## config.mk

```make
export PLATFORM = sky130hd
export DESIGN_NAME = serial_magnitude_comparator_flat
export DESIGN_NICKNAME = d
export VERILOG_FILES = /design/src/rtl/serial_magnitude_comparator_if.sv /design/src/rtl/serial_magnitude_comparator.sv /design/src/flat_wrapper.sv
export SDC_FILE = /design/constraint.sdc
export NUM_CORES = 1
export LEC_CHECK = 0
export ABC_AREA = 1
export CORE_MARGIN = 1
export CORE_UTILIZATION = 33
export DETAILED_ROUTE_END_ITERATION = 8
export GPL_ROUTABILITY_DRIVEN = 0
export PLACE_DENSITY = 0.6
export SYNTH_ARGS = -nofsm -noshare
export SYNTH_HDL_FRONTEND = slang
export SYNTH_SLANG_ARGS = --single-unit
```

## constraint.sdc

```tcl
create_clock -name clk -period 2.2 [get_ports clk]
set_clock_uncertainty 0.05 [all_clocks]
set_input_delay 0.22 -clock clk [delete_from_list [all_inputs] [get_ports clk]]
set_output_delay 0.22 -clock clk [all_outputs]
set_load 0.03 [all_outputs]
```

## src/rtl/serial_magnitude_comparator_if.sv

```systemverilog
// Request/response bundle for the bit-serial comparator; the master issues start/operands,
// the slave (comparator) returns busy/done, the decision flags and the result.
interface serial_magnitude_comparator_if #(
   parameter int WIDTH = 5
);
   localparam int IDXW = $clog2(WIDTH);

   logic             start;
   logic [2:0]       mode;
   logic             signed_mode;
   logic [WIDTH-1:0] a;
   logic [WIDTH-1:0] b;

   logic             busy;
   logic             done;
   logic             result;
   logic             lt;
   logic             eq;
   logic             gt;
   logic [IDXW-1:0]  diff_pos;
   logic             mode_err;

   modport master (
      output start, mode, signed_mode, a, b,
      input  busy, done, result, lt, eq, gt, diff_pos, mode_err
   );

   modport slave (
      input  start, mode, signed_mode, a, b,
      output busy, done, result, lt, eq, gt, diff_pos, mode_err
   );
endinterface

```

## src/rtl/serial_magnitude_comparator.sv

```systemverilog
// MSB-first bit-serial EQ/NE/LT/GT/LE/GE comparator; done 2..WIDTH+1 cycles after start.
// start is accepted only in IDLE or the DONE cycle; starts while busy are dropped.
module serial_magnitude_comparator #(
   parameter int WIDTH = 5
) (
   input  logic                          clk,
   input  logic                          rst_n,
   serial_magnitude_comparator_if.slave  cmp
);
   localparam int IDXW = $clog2(WIDTH);
   localparam logic [IDXW-1:0] MSB_IDX = IDXW'(WIDTH - 1);

   localparam logic [2:0] MODE_EQ = 3'b000;
   localparam logic [2:0] MODE_NE = 3'b001;
   localparam logic [2:0] MODE_LT = 3'b010;
   localparam logic [2:0] MODE_GT = 3'b011;
   localparam logic [2:0] MODE_LE = 3'b100;
   localparam logic [2:0] MODE_GE = 3'b101;

   typedef enum logic [1:0] {
      S_IDLE = 2'd0,
      S_SCAN = 2'd1,
      S_DONE = 2'd2
   } state_t;

   state_t           r_state;
   logic [WIDTH-1:0] r_a;
   logic [WIDTH-1:0] r_b;
   logic [2:0]       r_mode;
   logic             r_signed;
   logic [IDXW-1:0]  r_idx;

   logic             r_busy;
   logic             r_done;
   logic             r_result;
   logic             r_lt;
   logic             r_eq;
   logic             r_gt;
   logic [IDXW-1:0]  r_diff_pos;
   logic             r_mode_err;

   logic             w_bit_a;
   logic             w_bit_b;
   logic             w_bit_diff;
   logic             w_last;
   logic             w_sign_inv;
   logic             w_finish;
   logic             w_lt_nxt;
   logic             w_eq_nxt;
   logic             w_gt_nxt;
   logic             w_result_nxt;
   logic             w_mode_err;

   assign w_bit_a    = r_a[r_idx];
   assign w_bit_b    = r_b[r_idx];
   assign w_bit_diff = w_bit_a ^ w_bit_b;
   assign w_last     = (r_idx == '0);
   assign w_finish   = w_bit_diff | w_last;

   // In two's complement a set sign bit means the smaller value, so the MSB decision flips.
   assign w_sign_inv = r_signed & (r_idx == MSB_IDX);
   assign w_gt_nxt   = w_bit_diff & (w_bit_a ^ w_sign_inv);
   assign w_lt_nxt   = w_bit_diff & (w_bit_b ^ w_sign_inv);
   assign w_eq_nxt   = ~w_bit_diff;
   assign w_mode_err = &r_mode[2:1];

   always_comb begin
      w_result_nxt = 1'b0;
      case (r_mode)
         MODE_EQ: w_result_nxt = w_eq_nxt;
         MODE_NE: w_result_nxt = ~w_eq_nxt;
         MODE_LT: w_result_nxt = w_lt_nxt;
         MODE_GT: w_result_nxt = w_gt_nxt;
         MODE_LE: w_result_nxt = w_lt_nxt | w_eq_nxt;
         MODE_GE: w_result_nxt = w_gt_nxt | w_eq_nxt;
         default: w_result_nxt = 1'b0;
      endcase
   end

   always_ff @(posedge clk or negedge rst_n) begin
      if (!rst_n) begin
         r_state    <= S_IDLE;
         r_a        <= '0;
         r_b        <= '0;
         r_mode     <= '0;
         r_signed   <= 1'b0;
         r_idx      <= '0;
         r_busy     <= 1'b0;
         r_done     <= 1'b0;
         r_result   <= 1'b0;
         r_lt       <= 1'b0;
         r_eq       <= 1'b1;
         r_gt       <= 1'b0;
         r_diff_pos <= '0;
         r_mode_err <= 1'b0;
      end else begin
         case (r_state)
            S_IDLE: begin
               r_done <= 1'b0;
               if (cmp.start) begin
                  r_a      <= cmp.a;
                  r_b      <= cmp.b;
                  r_mode   <= cmp.mode;
                  r_signed <= cmp.signed_mode;
                  r_idx    <= MSB_IDX;
                  r_busy   <= 1'b1;
                  r_state  <= S_SCAN;
               end
            end
            S_SCAN: begin
               if (w_finish) begin
                  r_state    <= S_DONE;
                  r_busy     <= 1'b0;
                  r_done     <= 1'b1;
                  r_lt       <= w_lt_nxt;
                  r_eq       <= w_eq_nxt;
                  r_gt       <= w_gt_nxt;
                  r_diff_pos <= w_bit_diff ? r_idx : '0;
                  r_result   <= w_result_nxt;
                  r_mode_err <= w_mode_err;
               end else begin
                  r_idx <= r_idx - IDXW'(1);
               end
            end
            S_DONE: begin
               r_done <= 1'b0;
               if (cmp.start) begin
                  r_a      <= cmp.a;
                  r_b      <= cmp.b;
                  r_mode   <= cmp.mode;
                  r_signed <= cmp.signed_mode;
                  r_idx    <= MSB_IDX;
                  r_busy   <= 1'b1;
                  r_state  <= S_SCAN;
               end else begin
                  r_state <= S_IDLE;
               end
            end
            default: begin
               r_state <= S_IDLE;
               r_busy  <= 1'b0;
               r_done  <= 1'b0;
            end
         endcase
      end
   end

   assign cmp.busy     = r_busy;
   assign cmp.done     = r_done;
   assign cmp.result   = r_result;
   assign cmp.lt       = r_lt;
   assign cmp.eq       = r_eq;
   assign cmp.gt       = r_gt;
   assign cmp.diff_pos = r_diff_pos;
   assign cmp.mode_err = r_mode_err;
endmodule

```

## src/flat_wrapper.sv

```systemverilog
// flat-port wrapper written by rule: the top's interface ports become plain ports
module serial_magnitude_comparator_flat 
#(
   parameter int WIDTH = 5
)
  (clk, rst_n, cmp_start, cmp_mode, cmp_signed_mode, cmp_a, cmp_b, cmp_busy, cmp_done, cmp_result, cmp_lt, cmp_eq, cmp_gt, cmp_diff_pos, cmp_mode_err);
  serial_magnitude_comparator_if #(.WIDTH(WIDTH)) cmp_i ();
  input  logic clk;
  input  logic rst_n;
  input wire logic [$bits(cmp_i.start)-1:0] cmp_start;
  input wire logic [$bits(cmp_i.mode)-1:0] cmp_mode;
  input wire logic [$bits(cmp_i.signed_mode)-1:0] cmp_signed_mode;
  input wire logic [$bits(cmp_i.a)-1:0] cmp_a;
  input wire logic [$bits(cmp_i.b)-1:0] cmp_b;
  output wire logic [$bits(cmp_i.busy)-1:0] cmp_busy;
  output wire logic [$bits(cmp_i.done)-1:0] cmp_done;
  output wire logic [$bits(cmp_i.result)-1:0] cmp_result;
  output wire logic [$bits(cmp_i.lt)-1:0] cmp_lt;
  output wire logic [$bits(cmp_i.eq)-1:0] cmp_eq;
  output wire logic [$bits(cmp_i.gt)-1:0] cmp_gt;
  output wire logic [$bits(cmp_i.diff_pos)-1:0] cmp_diff_pos;
  output wire logic [$bits(cmp_i.mode_err)-1:0] cmp_mode_err;
  assign cmp_i.start = cmp_start;
  assign cmp_i.mode = cmp_mode;
  assign cmp_i.signed_mode = cmp_signed_mode;
  assign cmp_i.a = cmp_a;
  assign cmp_i.b = cmp_b;
  assign cmp_busy = cmp_i.busy;
  assign cmp_done = cmp_i.done;
  assign cmp_result = cmp_i.result;
  assign cmp_lt = cmp_i.lt;
  assign cmp_eq = cmp_i.eq;
  assign cmp_gt = cmp_i.gt;
  assign cmp_diff_pos = cmp_i.diff_pos;
  assign cmp_mode_err = cmp_i.mode_err;
  serial_magnitude_comparator #(.WIDTH(WIDTH)) u_core (.clk(clk), .rst_n(rst_n), .cmp(cmp_i));
endmodule
```

* Word-level counts from Yosys, hierarchy flattened
Cells that the tools add are included.
** Word-level totals
- Register bits :: 29
- Input port bits :: 17
- Word-level logic and storage cells :: 67
- Output and inout bits :: 10
** Cells by class
- Bitwise logic cells :: 10
- Reduce and logical (&&, ||, !) cells :: 11
- Add/subtract/negate cells :: 1
- Eq/ne operators :: 12
- Magnitude comparators :: 1
- Mux-type cells :: 18
** Operator list (count)
- $reduce_and A2 Y1 :: 5
- $eq A3 B3 Y1 const B :: 3
- $mux W3 :: 3
- $mux W1 :: 7
- $bmux W1 S3 :: 2
- $eq A3 B2 Y1 const B :: 2
- $logic_not A3 Y1 :: 2
- $pmux W1 S6 :: 1
- $pmux W2 S3 :: 1
- $pmux W3 S2 :: 1
- $lt A3 B4 Y1 const B :: 1
- $mux W2 :: 2
- $ne A2 B1 Y1 const B :: 2
- $ne A2 B2 Y1 const B :: 2
- $and A1 B1 Y1 :: 3
- $eq A3 B1 Y1 const B :: 1
- $or A1 B1 Y1 :: 3
- $reduce_and A3 Y1 :: 1
- $sub A3 B1 Y3 const B :: 1
- $xor A1 B1 Y1 :: 3
- $eq A2 B1 Y1 const B :: 1
- $eq A2 B2 Y1 const B :: 1
- $logic_not A2 Y1 :: 1
- $pmux W1 S2 :: 1
- 3 further kinds :: 3

* Depth between registers and ports, before layout
- Word-level depth :: 6
- Gate-level depth with buffers :: 13
- Mapped depth without buffers :: 13

* Worst setup path after synthesis
No wires, ideal clock.
- Path kind :: reg2reg
- From :: register u_core.r_idx[0]
- To :: register u_core.r_diff_pos[0], in the netlist u_core.cmp.diff_pos[0]
- Required time :: 2.029 ns
- Arrival time :: 1.413 ns
- Slack :: 0.616 ns
- Stages on the path, launching flop included :: 12
- Setup time :: 0.121 ns
- Buffers on the path :: 0
- Period minus slack after synthesis :: 1.584 ns
- Path through :: dfrtp_1 > inv_2 > nand2_1 > nor2_1 > nand2_1 > nand2_2 > inv_1 > nand2_1 > nand2_2 > nand2_4 > nand2_4 > a22o_1
** Between the ends
- Word-level cells in the longest chain between the ends :: 5
- Elaborated cells between the ends (all ways) :: 9
- Classes of those cells :: mux (5); bitwise (2); reduce/logical (2)
** RTL lines
- start, declared :: line serial_magnitude_comparator.sv:31 : logic [IDXW-1:0] r_idx;
- start signal, assigned :: line serial_magnitude_comparator.sv:122 : r_idx <= r_idx - IDXW'(1);
- $bmux W1 S3 (on tied branches) :: line serial_magnitude_comparator.sv:54, serial_magnitude_comparator.sv:55
- $mux W1 (on tied branches) :: line serial_magnitude_comparator.sv:54, serial_magnitude_comparator.sv:55
- $xor A1 B1 Y1 :: line serial_magnitude_comparator.sv:56 : assign w_bit_diff = w_bit_a ^ w_bit_b;
- $or A1 B1 Y1 :: line serial_magnitude_comparator.sv:58 : assign w_finish = w_bit_diff | w_last;
- $reduce_and A2 Y1 (no source line)
- end signal, assigned :: line serial_magnitude_comparator.sv:118 : r_diff_pos <= w_bit_diff ? r_idx : '0;
- end, declared :: line serial_magnitude_comparator.sv:39 : logic [IDXW-1:0] r_diff_pos;
Several ways; a longest one is shown, not always the timed one. The select of a mux whose other input is x is not followed.
A chain may end at the register's enable or synchronous reset.

* Worst setup path after layout
- From :: register u_core.r_idx[0]
- To :: register u_core.r_diff_pos[1], in the netlist u_core.cmp.diff_pos[1]
Same word-level chain as after synthesis.

==> impl_metrics.json <==
{
  "placed_cell_area_um2": 1720,
  "cp.required_ns": 2.37,
  "finish.utilization_pct": 44.9,
  "ir_worst_vdd_v": 0.000506,
  "ctsResizeCount": 0,
  "synth_top_area_share_pct": 50.2,
  "worst_pin_slew_ns": 0.595,
  "worst_slack_ns": 0.407,
  "ant_nets": 0,
  "synth_edf_count": 0,
  "core_um2": 4030,
  "p_total_mw": 2.97,
  "ys_types": 23,
  "timing.setup.tns_ns": 0,
  "numCtsBuffers": 5,
  "clockPowerShare_pct": 15.2,
  "worst_setup_path_end_kind": "flop",
  "cp-start-kind": "flop",
  "clock_path_buffers": 2,
  "insertion_delay_ns": 0.28,
  "antenna_found_initial": 0,
  "syn_area_per_cell_um2": 8.83,
  "cp_data_arrival_time_ns": 1.96,
  "dp.cells": 233,
  "p_per_area_nw_per_um2": 1640,
  "dp_slack_ns": 0.426,
  "max_freq_mhz": 558,
  "diodes": 0,
  "die_area_um2": 4490,
  "drcViolationCount": 0,
  "dp_hpwl_um": 2040,
  "cpMaxStageDelayCell": "dfrtp_1",
  "finalHoldViolCount": 0,
  "setup_violations": 0,
  "p_comb_share_pct": 52.7,
  "ys_async_sr_fraction_pct": 100,
  "critPathMaxStageDelay_ns": 0.46,
  "clk_pin_slew_ns": 0.06,
  "path_common_cell": "nand2_1",
  "hold_buffers": 0,
  "num_rows": 23,
  "holdWs_ns": 0.265,
  "rsz0062_at_grt": "false",
  "slew_violations": 0,
  "p_seq_share_pct": 32.1,
  "grt_pass1_vias": 1031,
  "clkSinkCount": 29,
  "ys.warnings.count": 0,
  "track_usage_pct": 14.4,
  "drv_cap": 0,
  "htree_levels": 2,
  "p_leak_nw": 0.885,
  "grt_pass1_wl_um": 4550,
  "ys.flop_type": "dfrtp_1",
  "min_period_ns": 1.79,
  "grt_start_max_net_pins": 30,
  "layout-drive-gt1-share_pct": 14.7,
  "routed_via_density": 4.63,
  "cts_tree": "done",
  "wirelength_um": 2690,
  "max_slew_margin_pct": 60.2,
  "finish.instance_area_um2": 1810,
  "multi_input_area_um2": 594,
  "syn_area_um2": 1400,
  "cts_setup_buffers": 0,
  "synth_area_leader_cell": "dfrtp_1",
  "crit_chain": "inv_2, nand2_1, nor2_1, nand2_1, nand2_2, inv_1, nand2_1, nand2_2, nor2_1, a22o_1",
  "drtIter0Drc": 45,
  "die_h_um": 67.0,
  "yosysSeqAreaShare_pct": 52.1,
  "final_cells": 241,
  "path_class": "reg2reg",
  "start_util_pct": 34.6,
  "overflow": 0,
  "num-nets-final": 209,
  "synthCells": 158,
  "regArea_um2": 727,
  "area_growth_syn_to_layout_pct": 29.7,
  "ys_top_cells_by_area": "dfrtp_1, nand2_1, mux2_2",
  "fillCellCount": 389,
  "fin_crit_sh_pct": 81.5,
  "dieWidth_um": 67.0,
  "path_max_fanout": 9,
  "outcome": "completed",
  "placement.io_buffers": 26,
  "internal_power_mw": 1.65,
  "r2r_cells": 10,
  "ios": 27,
  "syn-num-nets": 177,
  "p_switching_mw": 1.33,
  "dr.pass1.iters": 4,
  "hold_path.class": "in2async",
  "cts_root_buffer": "clkbuf_8",
  "via_count": 1117,
  "routedWlPerCell_um": 11.2,
  "ys_ff_latch": 29,
  "swShare_pct": 44.5
}
==> state kept, by name, indices dropped and copies added, names as in the netlist <==
register,cells
u_core.r_a,5
u_core.r_signed,1
u_core.cmp.gt,1
u_core.cmp.busy,1
u_core.r_b,5
u_core.cmp.lt,1
u_core.r_state,2
u_core.cmp.done,1
u_core.cmp.eq,1
u_core.cmp.diff_pos,3
u_core.cmp.result,1
u_core.r_idx,3
u_core.cmp.mode_err,1
u_core.r_mode,3
==> path summary, 6_finish.rpt <==
kind,from,endpoint,slack [ns]
hold reg to reg,u_core.cmp.lt$_DFFE_PN0P_,u_core.cmp.lt$_DFFE_PN0P_,0.44
min in group clk,u_core.cmp.lt$_DFFE_PN0P_,u_core.cmp.lt$_DFFE_PN0P_,0.44
hold / removal,rst_n,u_core.cmp.gt$_DFFE_PN0P_,0.27
max in group asynchronous,rst_n,u_core.cmp.eq$_DFFE_PN1P_,1.53
setup / recovery,u_core.r_idx[0]$_DFFE_PN0P_,u_core.cmp.diff_pos[1]$_DFFE_PN0P_,0.41
setup reg to reg,u_core.r_idx[0]$_DFFE_PN0P_,u_core.cmp.diff_pos[1]$_DFFE_PN0P_,0.41
==> per-layer routing <==
metal | track usage [%] | vias to the layer above | wire (um)
met5 | 0 | - | 0
met4 | 7.71 | 0 | 52
met3 | 5.99 | 6 | 143
met2 | 21.6 | 25 | 1280
met1 | 17.2 | 510 | 1210
li1 | - | 576 | -
==> synthesized netlist by cell type, types with 2 or more instances <==
library cell	count
nand2_2	4
inv_1	13
a22o_1	3
o21ai_0	4
mux2_2	7
a21oi_1	8
nand2_4	2
buf_2	2
inv_2	3
nand2_1	42
nand3_1	14
dfrtp_1	28
nor2_1	17
ha_1	2
==> cell type report <==
cell class | count | share of cell area [%]
sequential | 29 | 40.2
multi-input combinational | 110 | 32.8
timing repair buffer | 28 | 15.2
clock buffer | 8 | 4.98
tap | 50 | 3.46
inverter | 16 | 3.32
==> power groups by stage <==
stage	sequential (mW)	combinational, mW	clock (mW)
6_report	0.955	1.57	0.451
5_1_grt	0.986	1.78	0.492
4_1_cts	0.957	1.58	0.462
3_5_place_dp	0.965	1.58	0
3_3_place_gp	0.958	1.55	0
2_1_floorplan	1.07	1.05	0
==> layout by cell type (no fill, tap or decap), types with 4 or more instances in the layout <==
master,instances
nand3_1,14
dfrtp_1,28
nand2_2,4
clkbuf_8,6
a21oi_1,8
o21ai_0,4
inv_1,13
nand2_1,42
nor2_1,17
clkdlybuf4s50_1,26
mux2_2,7
==> critical path, delay by kind of cell, from the launching register on <==
kind / cells / cell delay [ns]
buffers and inverters: 2 / 0.21
flip-flops: 1 / 0.46
AO/OA/AOI/OAI: 1 / 0.20
AND/OR/NAND/NOR: 7 / 0.82
==> cell families (layout without fill, tap and decap cells) <==
logic type | Yosys count | after routing | synth area share (%)
AOI/OAI and AO/OA | 18 | 18 | 7.89
DFF | 29 | 29 | 52.1
muxes | 7 | 7 | 5.65
adders and majority gates | 2 | 2 | 1.79
buffers and inverters | 19 | 52 | 5.29
and+or+nand+nor | 83 | 83 | 27.3
(Power assumes the default switching activity.)
